$ cat src/rtl/pwm_axil_pkg.sv
// Shared constants and FSM state types for the PWM AXI4-Lite slave front end.
package pwm_axil_pkg;

    localparam int IDX_W = 5;

    localparam logic [1:0] RESP_OKAY   = 2'b00;
    localparam logic [1:0] RESP_SLVERR = 2'b10;

    typedef enum logic [1:0] {
        W_IDLE,
        W_EXEC,
        W_RESP
    } wr_state_t;

    typedef enum logic [1:0] {
        R_IDLE,
        R_EXEC,
        R_CAPT,
        R_RESP
    } rd_state_t;

endpackage

$ cat src/rtl/pwm_axil_slave.sv
// AXI4-Lite slave that turns bus transactions into single-cycle strobes on the
// pwm_regs register-file ports; independent write and read FSMs.
module pwm_axil_slave
    import pwm_axil_pkg::*;
#(
    parameter int ADDR_WIDTH   = 7,
    parameter int NUM_CHANNELS = 4,
    parameter int DATA_WIDTH   = 32
) (
    input  logic                    clk,
    input  logic                    rst,

    input  logic [ADDR_WIDTH-1:0]   s_axi_awaddr,
    input  logic                    s_axi_awvalid,
    output logic                    s_axi_awready,

    input  logic [DATA_WIDTH-1:0]   s_axi_wdata,
    input  logic [DATA_WIDTH/8-1:0] s_axi_wstrb,
    input  logic                    s_axi_wvalid,
    output logic                    s_axi_wready,

    output logic [1:0]              s_axi_bresp,
    output logic                    s_axi_bvalid,
    input  logic                    s_axi_bready,

    input  logic [ADDR_WIDTH-1:0]   s_axi_araddr,
    input  logic                    s_axi_arvalid,
    output logic                    s_axi_arready,

    output logic [DATA_WIDTH-1:0]   s_axi_rdata,
    output logic [1:0]              s_axi_rresp,
    output logic                    s_axi_rvalid,
    input  logic                    s_axi_rready,

    output logic                    write_en,
    output logic [IDX_W-1:0]        write_addr,
    output logic [DATA_WIDTH-1:0]   write_data,

    output logic                    read_en,
    output logic [IDX_W-1:0]        read_addr,
    input  logic [DATA_WIDTH-1:0]   read_data
);

    // Word indices 0..2*NUM_CHANNELS map onto pwm_regs; anything else is a slave error.
    function automatic logic idx_in_range(input logic [IDX_W-1:0] idx);
        return int'(idx) <= 2 * NUM_CHANNELS;
    endfunction

    logic [IDX_W-1:0] aw_idx_in;
    logic [IDX_W-1:0] ar_idx_in;
    logic             aw_hs;
    logic             w_hs;
    logic             ar_hs;
    logic             unused_addr_bits;

    assign aw_idx_in = s_axi_awaddr[IDX_W+1:2];
    assign ar_idx_in = s_axi_araddr[IDX_W+1:2];
    assign aw_hs     = s_axi_awvalid && s_axi_awready;
    assign w_hs      = s_axi_wvalid && s_axi_wready;
    assign ar_hs     = s_axi_arvalid && s_axi_arready;
    assign unused_addr_bits = ^{s_axi_awaddr, s_axi_araddr};

    // ------------------------------------------------------------------
    // Write path
    // ------------------------------------------------------------------
    wr_state_t                wr_state, wr_state_n;
    logic                     aw_held, aw_held_n;
    logic                     w_held, w_held_n;
    logic [IDX_W-1:0]         aw_idx_q, aw_idx_n;
    logic [DATA_WIDTH-1:0]    wdata_q, wdata_n;
    logic [DATA_WIDTH/8-1:0]  wstrb_q, wstrb_n;
    logic                     awready_n, wready_n, bvalid_n, write_en_n;
    logic [1:0]               bresp_n;
    logic [IDX_W-1:0]         write_addr_n;
    logic [DATA_WIDTH-1:0]    write_data_n;

    always_comb begin
        wr_state_n   = wr_state;
        aw_held_n    = aw_held;
        w_held_n     = w_held;
        aw_idx_n     = aw_idx_q;
        wdata_n      = wdata_q;
        wstrb_n      = wstrb_q;
        awready_n    = s_axi_awready;
        wready_n     = s_axi_wready;
        bvalid_n     = s_axi_bvalid;
        bresp_n      = s_axi_bresp;
        write_en_n   = 1'b0;
        write_addr_n = write_addr;
        write_data_n = write_data;

        case (wr_state)
            W_IDLE: begin
                if (aw_hs) begin
                    aw_held_n = 1'b1;
                    aw_idx_n  = aw_idx_in;
                end
                if (w_hs) begin
                    w_held_n = 1'b1;
                    wdata_n  = s_axi_wdata;
                    wstrb_n  = s_axi_wstrb;
                end
                awready_n = !aw_held_n;
                wready_n  = !w_held_n;
                // The strobe is registered here so it is high during the W_EXEC cycle.
                if (aw_held_n && w_held_n) begin
                    wr_state_n = W_EXEC;
                    aw_held_n  = 1'b0;
                    w_held_n   = 1'b0;
                    awready_n  = 1'b0;
                    wready_n   = 1'b0;
                    if (idx_in_range(aw_idx_n) && (wstrb_n != '0)) begin
                        write_en_n   = 1'b1;
                        write_addr_n = aw_idx_n;
                        write_data_n = wdata_n;
                    end
                end
            end
            W_EXEC: begin
                bvalid_n   = 1'b1;
                bresp_n    = idx_in_range(aw_idx_q) ? RESP_OKAY : RESP_SLVERR;
                wr_state_n = W_RESP;
            end
            W_RESP: begin
                if (s_axi_bready) begin
                    bvalid_n   = 1'b0;
                    awready_n  = 1'b1;
                    wready_n   = 1'b1;
                    wr_state_n = W_IDLE;
                end
            end
            default: wr_state_n = W_IDLE;
        endcase
    end

    always_ff @(posedge clk or posedge rst) begin
        if (rst) begin
            wr_state      <= W_IDLE;
            aw_held       <= 1'b0;
            w_held        <= 1'b0;
            aw_idx_q      <= '0;
            wdata_q       <= '0;
            wstrb_q       <= '0;
            s_axi_awready <= 1'b0;
            s_axi_wready  <= 1'b0;
            s_axi_bvalid  <= 1'b0;
            s_axi_bresp   <= RESP_OKAY;
            write_en      <= 1'b0;
            write_addr    <= '0;
            write_data    <= '0;
        end else begin
            wr_state      <= wr_state_n;
            aw_held       <= aw_held_n;
            w_held        <= w_held_n;
            aw_idx_q      <= aw_idx_n;
            wdata_q       <= wdata_n;
            wstrb_q       <= wstrb_n;
            s_axi_awready <= awready_n;
            s_axi_wready  <= wready_n;
            s_axi_bvalid  <= bvalid_n;
            s_axi_bresp   <= bresp_n;
            write_en      <= write_en_n;
            write_addr    <= write_addr_n;
            write_data    <= write_data_n;
        end
    end

    // ------------------------------------------------------------------
    // Read path
    // ------------------------------------------------------------------
    rd_state_t              rd_state, rd_state_n;
    logic [IDX_W-1:0]       ar_idx_q, ar_idx_n;
    logic                   arready_n, read_en_n, rvalid_n;
    logic [IDX_W-1:0]       read_addr_n;
    logic [DATA_WIDTH-1:0]  rdata_n;
    logic [1:0]             rresp_n;

    always_comb begin
        rd_state_n  = rd_state;
        ar_idx_n    = ar_idx_q;
        arready_n   = s_axi_arready;
        read_en_n   = 1'b0;
        read_addr_n = read_addr;
        rvalid_n    = s_axi_rvalid;
        rdata_n     = s_axi_rdata;
        rresp_n     = s_axi_rresp;

        case (rd_state)
            R_IDLE: begin
                arready_n = 1'b1;
                if (ar_hs) begin
                    ar_idx_n   = ar_idx_in;
                    arready_n  = 1'b0;
                    rd_state_n = R_EXEC;
                    if (idx_in_range(ar_idx_in)) begin
                        read_en_n   = 1'b1;
                        read_addr_n = ar_idx_in;
                    end
                end
            end
            R_EXEC: rd_state_n = R_CAPT;
            // pwm_regs presents read_data one cycle after read_en.
            R_CAPT: begin
                rvalid_n   = 1'b1;
                rd_state_n = R_RESP;
                if (idx_in_range(ar_idx_q)) begin
                    rdata_n = read_data;
                    rresp_n = RESP_OKAY;
                end else begin
                    rdata_n = '0;
                    rresp_n = RESP_SLVERR;
                end
            end
            R_RESP: begin
                if (s_axi_rready) begin
                    rvalid_n   = 1'b0;
                    arready_n  = 1'b1;
                    rd_state_n = R_IDLE;
                end
            end
            default: rd_state_n = R_IDLE;
        endcase
    end

    always_ff @(posedge clk or posedge rst) begin
        if (rst) begin
            rd_state      <= R_IDLE;
            ar_idx_q      <= '0;
            s_axi_arready <= 1'b0;
            read_en       <= 1'b0;
            read_addr     <= '0;
            s_axi_rvalid  <= 1'b0;
            s_axi_rdata   <= '0;
            s_axi_rresp   <= RESP_OKAY;
        end else begin
            rd_state      <= rd_state_n;
            ar_idx_q      <= ar_idx_n;
            s_axi_arready <= arready_n;
            read_en       <= read_en_n;
            read_addr     <= read_addr_n;
            s_axi_rvalid  <= rvalid_n;
            s_axi_rdata   <= rdata_n;
            s_axi_rresp   <= rresp_n;
        end
    end

endmodule

$ cat config.mk
export PLATFORM = sky130hd
export DESIGN_NAME = pwm_axil_slave
export DESIGN_NICKNAME = d
export VERILOG_FILES = /design/src/rtl/pwm_axil_pkg.sv /design/src/rtl/pwm_axil_slave.sv
export SDC_FILE = /design/constraint.sdc
export NUM_CORES = 1
export LEC_CHECK = 0
export CORE_UTILIZATION = 39
export CTS_BUF_LIST = sky130_fd_sc_hd__clkbuf_4
export DETAILED_ROUTE_END_ITERATION = 6
export DONT_BUFFER_PORTS = 1
export PLACE_DENSITY = 0.59
export SLEW_MARGIN = 0
export SYNTH_ARGS = -nofsm -noshare
export SYNTH_HDL_FRONTEND = slang
export SYNTH_SLANG_ARGS = --single-unit
$ cat constraint.sdc
create_clock -name clk -period 5 [get_ports clk]
set_input_delay 1 -clock clk [delete_from_list [all_inputs] [get_ports clk]]
set_output_delay 1 -clock clk [all_outputs]
set_load 0.02 [all_outputs]
# [Yosys cells after proc, flatten, opt, wreduce, memory -nomap -nowiden]
# Cells that the tools add are included.
[op_classes] eq_ne=9 n_reduce_logical=23 n_lt_le_gt_ge=4 mux=38
[op_table] cell="two-way mux 32 bit" count=2
[op_table] cell="<= comparator 5 x 4 -> 1 bit (second input constant)" count=4
[op_table] cell="two-way mux 1 bit" count=19
[op_table] cell="AND reduction 2 bit" count=7
[op_table] cell="two-way mux 2 bit" count=6
[op_table] cell="two-way mux 5 bit" count=2
[op_table] cell="case mux 1 bit (2 select lines)" count=5
[op_table] cell="two-way mux 4 bit" count=2
[op_table] cell="inequality test 2 bit (second input constant)" count=4
[op_table] cell="case mux 2 bit (4 select lines)" count=1
[op_table] cell="nonzero test 2 bit" count=4
[op_table] cell="equality test 2 bit (second input constant)" count=3
[op_table] cell="case mux 2 bit (3 select lines)" count=1
[op_table] cell="AND reduction 3 bit" count=2
[op_table] cell="logical AND 1 bit" count=5
[op_table] cell="equality test 2 x 1 -> 1 bit (second input constant)" count=2
[op_table] cell="logical NOT 2 bit" count=2
[op_table] cell="nonzero test 4 bit" count=1
[op_table] cell="logical NOT 1 bit" count=2
[word_totals] wordCells=95 in_bits=89 ff_bits=137 output_inout_bits=85

# [Depth between registers and ports, before layout]
# Gate-level depths: netlist (run 1).
[logic_depth] depth_word=8 ltp_mapped=7 ltp_nobuf=5

# [Worst setup path before layout (run 1)]
# Ideal clock, no wire load.
[synth_timing] kind="input to register" from="in s_axi_wvalid" to="reg write_data[14]" t_arrival_ps=2213 setup_ps=125 path_buffers=2 path_slack_ps=2661 cell_stages=5 required_time_ps=4875 path_cell_list="and2_1 -> buf_6 -> clkbuf_1 -> mux2_2 -> mux2_4"
[synth_via] elab_chain_len=6 word_cells_on_any_way=10 cone_classes="mux (5); reduce/logical (5)"
[synth_lines] item="from (decl)" line_no="pwm_axil_slave.sv:19" rtl="input logic s_axi_wvalid,"
[synth_lines] item="logical AND 1 bit *" line_no="pwm_axil_slave.sv:59" rtl="assign w_hs = s_axi_wvalid && s_axi_wready;"
[synth_lines] item="two-way mux 4 bit" line_no="pwm_axil_slave.sv:98" rtl="if (w_hs) begin"
[synth_lines] item="two-way mux 4 bit" line_no="pwm_axil_slave.sv:92" rtl="case (wr_state)"
[synth_lines] item="nonzero test 4 bit" line_no="pwm_axil_slave.sv:112" rtl="if (idx_in_range(aw_idx_n) && (wstrb_n != '0)) begin"
[synth_lines] item="logical AND 1 bit" line_no="pwm_axil_slave.sv:112"
[synth_lines] item="AND reduction 3 bit (no line)"
[synth_lines] item="to (signal assigned)" line_no="pwm_axil_slave.sv:164" rtl="write_data <= write_data_n;"
[synth_lines] item="to (decl)" line_no="pwm_axil_slave.sv:37" rtl="output logic [DATA_WIDTH-1:0] write_data,"
# Mark *: on every way between the ends. The rest lies on a longest branch, timed or not. The select of a mux whose other input is x is not followed.
# A chain may end at the register's enable or synchronous reset.

# [Worst setup path after layout (run 1)]
[layout_timing] from="reg s_axi_wready" to="reg write_data[12]"
[layout_via] elab_chain_len=6 word_cells_on_any_way=10 cone_classes="mux (5); reduce/logical (5)"
[layout_lines] item="from (decl)" line_no="pwm_axil_slave.sv:20" rtl="output logic s_axi_wready,"
[layout_lines] item="from (signal assigned)" line_no="pwm_axil_slave.sv:159" rtl="s_axi_wready <= wready_n;"
[layout_lines] item="logical AND 1 bit *" line_no="pwm_axil_slave.sv:59"
[layout_lines] item="two-way mux 4 bit" line_no="pwm_axil_slave.sv:98"
[layout_lines] item="two-way mux 4 bit" line_no="pwm_axil_slave.sv:92"
[layout_lines] item="nonzero test 4 bit" line_no="pwm_axil_slave.sv:112"
[layout_lines] item="logical AND 1 bit" line_no="pwm_axil_slave.sv:112"
[layout_lines] item="AND reduction 3 bit (no line)"
# Marks and branches as above.

==> results of run 1 <==
-- worst max-delay path by stage --
stage | from | end | slack [ps] | cells past startpoint
finish | s_axi_wready$_DFFE_PP0P_ | write_data[12]$_DFFE_PP0P_ | 2010 | 6
global route | rd_state[0]$_DFFE_PP0P_ | s_axi_rdata[18]$_DFFE_PP0P_ | 1750 | 5
CTS | s_axi_wready$_DFFE_PP0P_ | write_data[5]$_DFFE_PP0P_ | 1940 | 6
detailed placement | s_axi_wvalid | write_data[0]$_DFFE_PP0P_ | 1520 | 6
global placement | s_axi_wvalid | write_data[5]$_DFFE_PP0P_ | 1570 | 6
floorplan | rst | ar_idx_q[0]$_DFFE_PP0P_ | 390 | 1
-- metal layers --
metal	global-route usage [%]	vias up	wire length (um)
met3	6.55	10	1000
li1	-	1503	-
met5	0	-	0
met4	7.45	0	148
met2	23.7	135	5070
met1	17.0	1625	4610
-- stage by stage --
stage	hold slack [ps]	utilization (%)	power, mW
finish	459	42.5	4.04
detailed placement	492	40.8	3.43
CTS	439	42.5	4.10
floorplan	475	-	3.17
global route	456	42.5	4.32
global placement	483	40.8	3.36
-- worst max-delay path, cell delays in order (launching register included) --
cell	delay, ps
dfrtp_1	540
and2_1	180
buf_4	360
mux2i_1	270
nand4b_1	610
buf_4	530
mux2_4	350
-- final cells by class --
type	count	area (um^2)	area share, %
Clock buffer	19	143	2.32
Inverter	39	151	2.46
Sequential cell	135	3380	54.9
Multi-Input combinational cell	246	2110	34.3
Timing Repair Buffer	4	30.0	0.488
Clock inverter	13	108	1.75
Tap cell	184	230	3.74
-- cells in the final DEF, fill, tap and decap left out, drive strengths merged, types with 4 or more instances in the layout --
cell and count:
mux2 121, clkbuf 19, clkinvlp 5, nor2 10
o21ai 38, buf 4, and2 4, nand2 39
clkinv 6, o21a 4, dfrtp 135, inv 40
-- flip-flops by register name, summed over array words and instances (netlist names), 2 cells and up --
name	count
wr_state	2
ar_idx_q	5
write_addr	5
rd_state	2
read_addr	5
write_data	32
aw_idx_q	5
wdata_q	32
s_axi_rdata	32
wstrb_q	4
-- Yosys cell counts --
cell type,n
nor2b_1,1
nor2_1,10
o41ai_1,1
a211o_1,1
inv_1,39
conb_1,1
mux2_4,18
o21a_1,4
nor4_1,1
a21oi_1,3
nand3b_1,1
buf_2,1
o21ai_2,1
nand2b_1,1
buf_4,7
and2_1,4
nand4b_1,1
o22a_1,1
or3_1,1
mux2i_1,1
o31a_1,3
nand2_1,38
nor3_1,2
o21ai_0,37
mux2_2,103
nand3_1,1
dfrtp_1,135
nor3b_2,1
clkbuf_1,11
o32a_1,2
buf_6,3
nand2_2,1
o22ai_1,2
nor3_2,1
ha_1,3
-- cell families (layout without fill, tap and decap cells) --
group	Yosys count	after routing	share of synthesized area (%)
flops	135	135	58.7
mux	122	122	25.0
simple gates	64	64	5.05
buf+inv	61	75	4.85
compound gates	55	55	5.63
fa+ha+maj	3	3	0.653
other cells	1	2	0.0652
-- power by group through the flow --
stage          Sequential [mW]  Combinational, mW  Clock, mW
2_1_floorplan             2.11               1.06          0
3_3_place_gp              2.21               1.14          0
3_5_place_dp              2.24               1.20          0
4_1_cts                   2.22               1.20      0.687
5_1_grt                   2.28               1.30      0.734
6_report                  2.21               1.17      0.655
==> flow_summary.yaml, run 1 <==
status:
  status: "completed"
clock_tree:
  clkTransAtPathRegs_ps: 110
  cts_sinks: 135
  cts_tree: "built"
  post-cts-setup-buffers: 0
  cts_buffers: 17
  h-tree-depth: 4
  root_buffer: "clkbuf_4"
  cts.path.max_buffers: 2
  clkLatencyLatePin_ps: 540
  cts_hold_repair.buffers: 0
  postCtsResizedCells: 0
cells_and_area:
  antennaDiodeCount: 0
  stdcell_area_um2: 6150
  layout.nets: 535
  area_delta_synth_final_pct: 6.94
  drive_above_1_share_pct: 35.1
  stdcell_count: 640
  fill_cells: 1339
timing:
  fin_skew_ps: 26.6
  rsz0062_at_grt: "no"
  final.setup.tns_ps: 0
  period_needed_ps: 2990
  finalHoldViolCount: 0
  drv_slew: 0
  slew-limit-headroom_pct: 16.1
  worst_pin_slew_ps: 1260
  setup_viol: 0
  final.setup.worst_slack_ps: 2010
  period_share_pct: 59.7
  fmax_mhz: 335
place:
  postPlaceCellArea_um2: 5900
  portBuffers: 0
  place_congestion: 0.684
  preCtsSetupSlack_ps: 1520
  dp_hpwl_um: 7310
  dp_cells: 608
route:
  drt_iter0_markers: 90
  vias: 3273
  drc: 0
  antenna_left: 0
  avgRoutedWirePerCell_um: 16.9
  dr.pass1.iters: 4
  wl_um: 10800
  via_per_inst: 5.11
floorplanning:
  fp.coreArea_um2: 14500
  io_pins: 174
  dieArea_um2: 15200
  die-width_um: 123
  die_h_um: 123
  rows: 44
  start_util_pct: 39.7
worst_setup_path:
  worstPathArrival_ps: 3410
  worstRegToRegCells: 6
  crit_required_ps: 5420
  end_kind: "flop"
  crit_path_start_kind: "flop"
  rrSetupSlack_ps: 2010
  path_class: "flop to flop"
  reg2reg_to: "write_data[12]$_DFFE_PP0P_"
  worstPathMaxFanout: 28
  r2r-start: "s_axi_wready$_DFFE_PP0P_"
global_route:
  first_global_vias: 3380
  antenna_found_initial: 0
  grt_usage_pct: 14.9
  grt_max_degree: 90
  grt_pass1_wl_um: 16900
  grt_overflow: 0
synth:
  synth_top_area_share_pct: 58.7
  synth_top_cell_by_area: "dfrtp_1"
  syn_area_um2: 5750
  syn_inst: 441
  synth.area.top_cells: "dfrtp_1, mux2_2, mux2_4"
  ys_types: 35
  synth-seq-cells: 135
  ys.warnings.count: 0
  syn_avg_cell_area_um2: 13.0
  seq_area_frac_synth_pct: 58.7
power_and_ir_drop:
  p_switching_mw: 1.53
  p_leak_nw: 2.71
  irDropWorstVdd_v: 0.000195
  switching_share_pct: 37.8
  seqPwrFrac_pct: 54.8
  clkPwrFrac_pct: 16.2
  pwr-share-comb_pct: 29.0
  p_per_area_nw_per_um2: 656
  p_int_mw: 2.51
flow_run:
  maxCapViolCount: 0
hold_path:
  hp-class: "primary input to async pin"
Note: power is estimated with default switching activity, not from simulation.
==> run 2, diff against run 1 <==
==> constraint.sdc (replaced) <==
create_clock -name clk -period 2.9 [get_ports clk]
set_input_delay 0.58 -clock clk [delete_from_list [all_inputs] [get_ports clk]]
set_output_delay 0.58 -clock clk [all_outputs]
set_load 0.02 [all_outputs]
==> run 2 against run 1 <==
Clock skew decreased by 10 ps. Critical path depth down 1. Setup slack lost 1300 ps. Register-to-register slack lost 1300 ps.
==> flow_summary.yaml, run 2 (synthesized netlist as in run 1, its figures left out) <==
status:
  status: "completed"
worst_setup_path:
  end_kind: "flop"
  crit_path_start: "s_axi_awready$_DFFE_PP0P_"
  critical_path_buf_inv_count: 1
  path_class: "flop to flop"
  cp_slowest_stage_delay_ps: 550
  worstPathArrival_ps: 2610
  worstPathMaxFanout: 28
  r2r-start: "s_axi_awready$_DFFE_PP0P_"
  crit_family: "simple AND/OR/NAND/NOR gates"
  rrSetupSlack_ps: 700
  worstRegToRegCells: 5
  crit_path_start_kind: "flop"
  path_cells: "and2_1, o21ai_2, nand4b_1, buf_12, mux2_4"
  cp_slowest_cell: "dfrtp_1"
  reg2reg_to: "write_data[13]$_DFFE_PP0P_"
  crit_required_ps: 3310
floorplanning:
  io_pins: 174
  start_util_pct: 39.7
  fp.coreArea_um2: 14500
  die-width_um: 123
  rows: 44
  dieArea_um2: 15200
  die_h_um: 123
timing:
  fmax_mhz: 455
  fin_skew_ps: 16.1
  setup_viol: 0
  finalHoldViolCount: 0
  period_share_pct: 75.8
  worst_pin_slew_ps: 813
  final.setup.tns_ps: 0
  whs_ps: 160
  drv_slew: 0
  rsz0062_at_grt: "no"
  period_needed_ps: 2200
  slew-limit-headroom_pct: 45.4
route:
  drc: 0
  wl_um: 11100
  via_per_inst: 5.04
  antenna_left: 0
  drt_iter0_markers: 95
  vias: 3259
  avgRoutedWirePerCell_um: 17.1
  dr.pass1.iters: 4
hold_path:
  hp-class: "primary input to flop"
  min_delay_worst_endpoint: "s_axi_rvalid$_DFFE_PP0P_"
  hold_depth: 1
  min-delay-start: "s_axi_rready"
clock_tree:
  clkTransAtPathRegs_ps: 120
  root_buffer: "clkbuf_4"
  cts.path.max_buffers: 2
  cts_buffers: 17
  cts_sinks: 135
  cts_tree: "built"
  postCtsResizedCells: 0
  h-tree-depth: 4
  clkLatencyLatePin_ps: 520
power_and_ir_drop:
  p_leak_nw: 2.78
  irDropWorstVdd_v: 0.000443
  p_per_area_nw_per_um2: 1140
  p_total_mw: 7.21
global_route:
  first_global_vias: 3435
  antenna_found_initial: 1
  grt_pass1_wl_um: 17100
  grt_usage_pct: 15.0
  grt_max_degree: 58
  grt_overflow: 0
cells_and_area:
  layout.nets: 540
  drive_above_1_share_pct: 36.0
  fin_util_pct: 43.5
  final_cell_mix: "dfrtp_1, mux2_2, inv_1, nand2_1, o21ai_0"
  final_common_cell: "dfrtp_1"
  stdcell_count: 646
  area_delta_synth_final_pct: 9.59
  top_regs: "s_axi_rdata (32), wdata_q (32), write_data (32)"
place:
  portBuffers: 0
  dp_hpwl_um: 7610
  place_congestion: 0.751
  dp_cells: 612
flow_run:
  maxCapViolCount: 0
run 2: changes by cell type in the layout (fill, tap and decap cells not counted), sizes merged:
| cell | delta |
|---|---|
| dlygate4sd3 | +1 |
| clkinv | -2 |
| clkinvlp | +1 |
| clkbuf | -1 |
| buf | +4 |
| diode | +1 |
| bufinv | +2 |
run 2: worst max-delay path by stage:
stage / to / slack [ps] / depth (start not counted)
after floorplan: ar_idx_q[0]$_DFFE_PP0P_ / 640 / 1
after global placement: write_data[1]$_DFFE_PP0P_ / 740 / 5
after detailed placement: write_data[14]$_DFFE_PP0P_ / 650 / 5
after CTS: write_data[3]$_DFFE_PP0P_ / 640 / 5
after global routing: write_data[13]$_DFFE_PP0P_ / 610 / 5
final: write_data[13]$_DFFE_PP0P_ / 700 / 5
run 2: final cells by class:
cell class	instances	area, um^2
fillers	1343	8170
flip-flops and latches	135	3380
multi-input cells	246	2110
well taps	184	230
clock inverters	14	176
inverters	39	150
clock buffers	18	135
repair buffers	9	120
diodes	1	2.50
run 2: report_power, final:
part | total [mW] | switching [mW] | internal, mW | leakage (nW)
Combinational | 2.07 | 0.840 | 1.23 | 0.961
Clock | 1.33 | 0.720 | 0.613 | 0.151
Sequential | 3.80 | 1.11 | 2.70 | 1.66
Total | 7.21 | 2.67 | 4.54 | 2.78
run 2: repair_timing:
| item | CTS | global route |
|---|---|---|
| hold buffers | 1 | 0 |
| endpoints found under the hold margin | 28 | 0 |
| setup buffers | 0 | 0 |
run 2: per-layer routing:
metal | global-route usage [%] | routed length, um | vias to the layer above
met3 | 7.75 | 1170 | 8
met2 | 24.2 | 5290 | 126
met4 | 5.20 | 102 | 0
met5 | 0 | 0 | -
li1 | - | - | 1507
met1 | 17.0 | 4510 | 1618
run 2: worst reg2reg max path: stages (launching register included):
cell	delay [ps]
dfrtp_1	550
and2_1	360
o21ai_2	120
nand4b_1	420
buf_12	330
mux2_4	320
run 2: through the flow:
step	setup slack, ps	instance area, um^2
after floorplan	641	5760
after global placement	743	5980
after detailed placement	649	5980
after CTS	645	6300
after global routing	607	6300
final	701	6300
==> run 3, diff against run 2 <==
--- a/config.mk
+++ b/config.mk
@@ -9,7 +9,7 @@
 export CTS_BUF_LIST = sky130_fd_sc_hd__clkbuf_4
 export DETAILED_ROUTE_END_ITERATION = 6
 export DONT_BUFFER_PORTS = 1
-export PLACE_DENSITY = 0.59
+export PLACE_DENSITY = 0.61
 export SLEW_MARGIN = 0
 export SYNTH_ARGS = -nofsm -noshare
 export SYNTH_HDL_FRONTEND = slang
==> constraint.sdc (replaced) <==
create_clock -name clk -period 1.9 [get_ports clk]
set_input_delay 0.38 -clock clk [delete_from_list [all_inputs] [get_ports clk]]
set_output_delay 0.38 -clock clk [all_outputs]
set_load 0.02 [all_outputs]
==> run 3 against run 2 <==
Combinational power is 68% higher. Sequential power is 51% higher. Wire length is 13% higher. Non-clock buffer count is 86 higher. Clock power is 62% higher. Power is 58% higher. Via count is 13% higher. Clock skew is 4.5 ps higher. Critical endpoint is now write_data[22]$_DFFE_PP0P_. Largest power group unchanged. Highest routed layer unchanged.
==> flow_summary.yaml, run 3 (synthesized netlist as in run 1, its figures left out) <==
worst_setup_path:
  crit_required_ps: 2310
  cp_slowest_stage_delay_ps: 390
  path_cells: "o41ai_1, mux2i_1, nand4b_1, buf_12, mux2_2"
  cp_slowest_cell: "dfrtp_1"
  worstRegToRegCells: 5
  crit_path_start_kind: "flop"
  r2r-start: "wstrb_q[3]$_DFFE_PP0P_"
  crit_family: "multiplexers"
  worstPathArrival_ps: 2200
  critical_path_buf_inv_count: 1
  end_kind: "flop"
  worstPathMaxFanout: 28
  rrSetupSlack_ps: 110
  path_class: "flop to flop"
  reg2reg_to: "write_data[22]$_DFFE_PP0P_"
global_route:
  grt_pass1_wl_um: 19500
  grt_overflow: 0
  first_global_vias: 3936
  grt_usage_pct: 17.2
  grt_max_degree: 136
  antenna_found_initial: 0
place:
  preCtsSetupSlack_ps: 97.6
  dp_hpwl_um: 7550
  portBuffers: 0
  place_congestion: 0.765
cells_and_area:
  antennaDiodeCount: 0
  area_delta_synth_final_pct: 24.1
  fill_cells: 1260
  multi_input_area_um2: 2110
  seq_area_um2: 3380
  drive_above_1_share_pct: 30.7
  top_regs: "s_axi_rdata (32), wdata_q (32), write_data (32)"
  final_cell_mix: "dfrtp_1, mux2_2, dlygate4sd3_1, inv_1, nand2_1"
  layout.nets: 626
  final_common_cell: "dfrtp_1"
  fin_util_pct: 49.3
floorplanning:
  dieArea_um2: 15200
  fp.coreArea_um2: 14500
  io_pins: 174
  rows: 44
  die_h_um: 123
  start_util_pct: 39.7
  die-width_um: 123
clock_tree:
  cts_sinks: 135
  postCtsResizedCells: 0
  root_buffer: "clkbuf_4"
  clkLatencyLatePin_ps: 530
  post-cts-setup-buffers: 0
  cts_hold_repair.buffers: 81
  cts_tree: "built"
  clkTransAtPathRegs_ps: 100
  h-tree-depth: 4
  cts_buffers: 17
  cts.path.max_buffers: 2
route:
  drc: 0
  via_per_inst: 5.05
  avgRoutedWirePerCell_um: 17.2
  vias: 3676
  antenna_left: 0
  drt_iter0_markers: 142
  dr.pass1.iters: 4
  wl_um: 12500
timing:
  rsz0062_at_grt: "no"
  finalHoldViolCount: 0
  final.setup.worst_slack_ps: 110
  fin_skew_ps: 20.5
  setup_viol: 0
  slew-limit-headroom_pct: 52.2
  worst_pin_slew_ps: 717
  fmax_mhz: 559
  period_share_pct: 94.2
  period_needed_ps: 1790
  drv_slew: 0
  whs_ps: 102
power_and_ir_drop:
  irDropWorstVdd_v: 0.000721
  p_leak_nw: 3.15
  p_per_area_nw_per_um2: 1600
flow_run:
  maxCapViolCount: 0
hold_path:
  hp-class: "primary input to flop"
  hold_depth: 2
  min-delay-start: "s_axi_araddr[6]"
  min_delay_worst_endpoint: "read_addr[3]$_DFFE_PP0P_"
status:
  status: "completed"
[run 3: changes by cell type in the layout (fill, tap and decap cells not counted), sizes merged]
cell / previous run / this run
dlygate4sd3: 1 / 81
buf: 8 / 14
clkinvlp: 6 / 3
bufinv: 3 / 5
inv: 40 / 38
diode: 1 / 0
[run 3: per-layer routing]
metal / up-vias / share of wire [%] / routed length, um / global-route usage [%]
met4: 0 / 1.4 / 170 / 6.78
met5: - / 0 / 0 / 0
met3: 16 / 9.3 / 1160 / 7.52
met2: 148 / 47 / 5920 / 28.2
li1: 1678 / - / - / -
met1: 1834 / 42 / 5250 / 19.7
[run 3: how the worst max path moves through the flow]
stage / from / to / slack, ps / depth (start not counted)
2_1_floorplan: rst / ar_idx_q[0]$_DFFE_PP0P_ / -160 / 1
3_3_place_gp: wstrb_q[3]$_DFFE_PP0P_ / write_data[15]$_DFFE_PP0P_ / 120 / 5
3_5_place_dp: wstrb_q[3]$_DFFE_PP0P_ / write_data[23]$_DFFE_PP0P_ / 100 / 5
4_1_cts: wstrb_q[3]$_DFFE_PP0P_ / write_data[24]$_DFFE_PP0P_ / 90 / 5
5_1_grt: wstrb_q[3]$_DFFE_PP0P_ / write_data[22]$_DFFE_PP0P_ / 60 / 5
6_report: wstrb_q[3]$_DFFE_PP0P_ / write_data[22]$_DFFE_PP0P_ / 110 / 5
[run 3: worst reg2reg max path: cells and delay by family (launching register included)]
kind | cells | cell delay (ps)
multiplexers | 2 | 540
AND/OR/NAND/NOR | 1 | 180
flip-flops | 1 | 390
buffers and inverters | 1 | 240
AO/OA/AOI/OAI | 1 | 340
[run 3: metrics by stage]
step	instances	area, um^2	TNS (ps)	total power [mW]
floorplan	442	5760	-21490	8.34
global placement	618	6010	0	8.99
detailed placement	618	6010	0	9.19
CTS	728	7140	0	11.5
global route	728	7140	0	12.2
finish	728	7140	0	11.4
[run 3: cell type report]
type / instances / share of cell area (%)
Sequential cell: 135 / 47.3
Multi-Input combinational cell: 246 / 29.6
Timing Repair Buffer: 95 / 13.3
Tap cell: 184 / 3.22
Clock inverter: 11 / 2.56
Inverter: 39 / 2.10
Clock buffer: 18 / 1.89
[run 3: where the power goes]
group          switching [mW]  internal [mW]
sequential               1.63           4.12
combinational            1.43           2.06
clock                    1.01           1.16
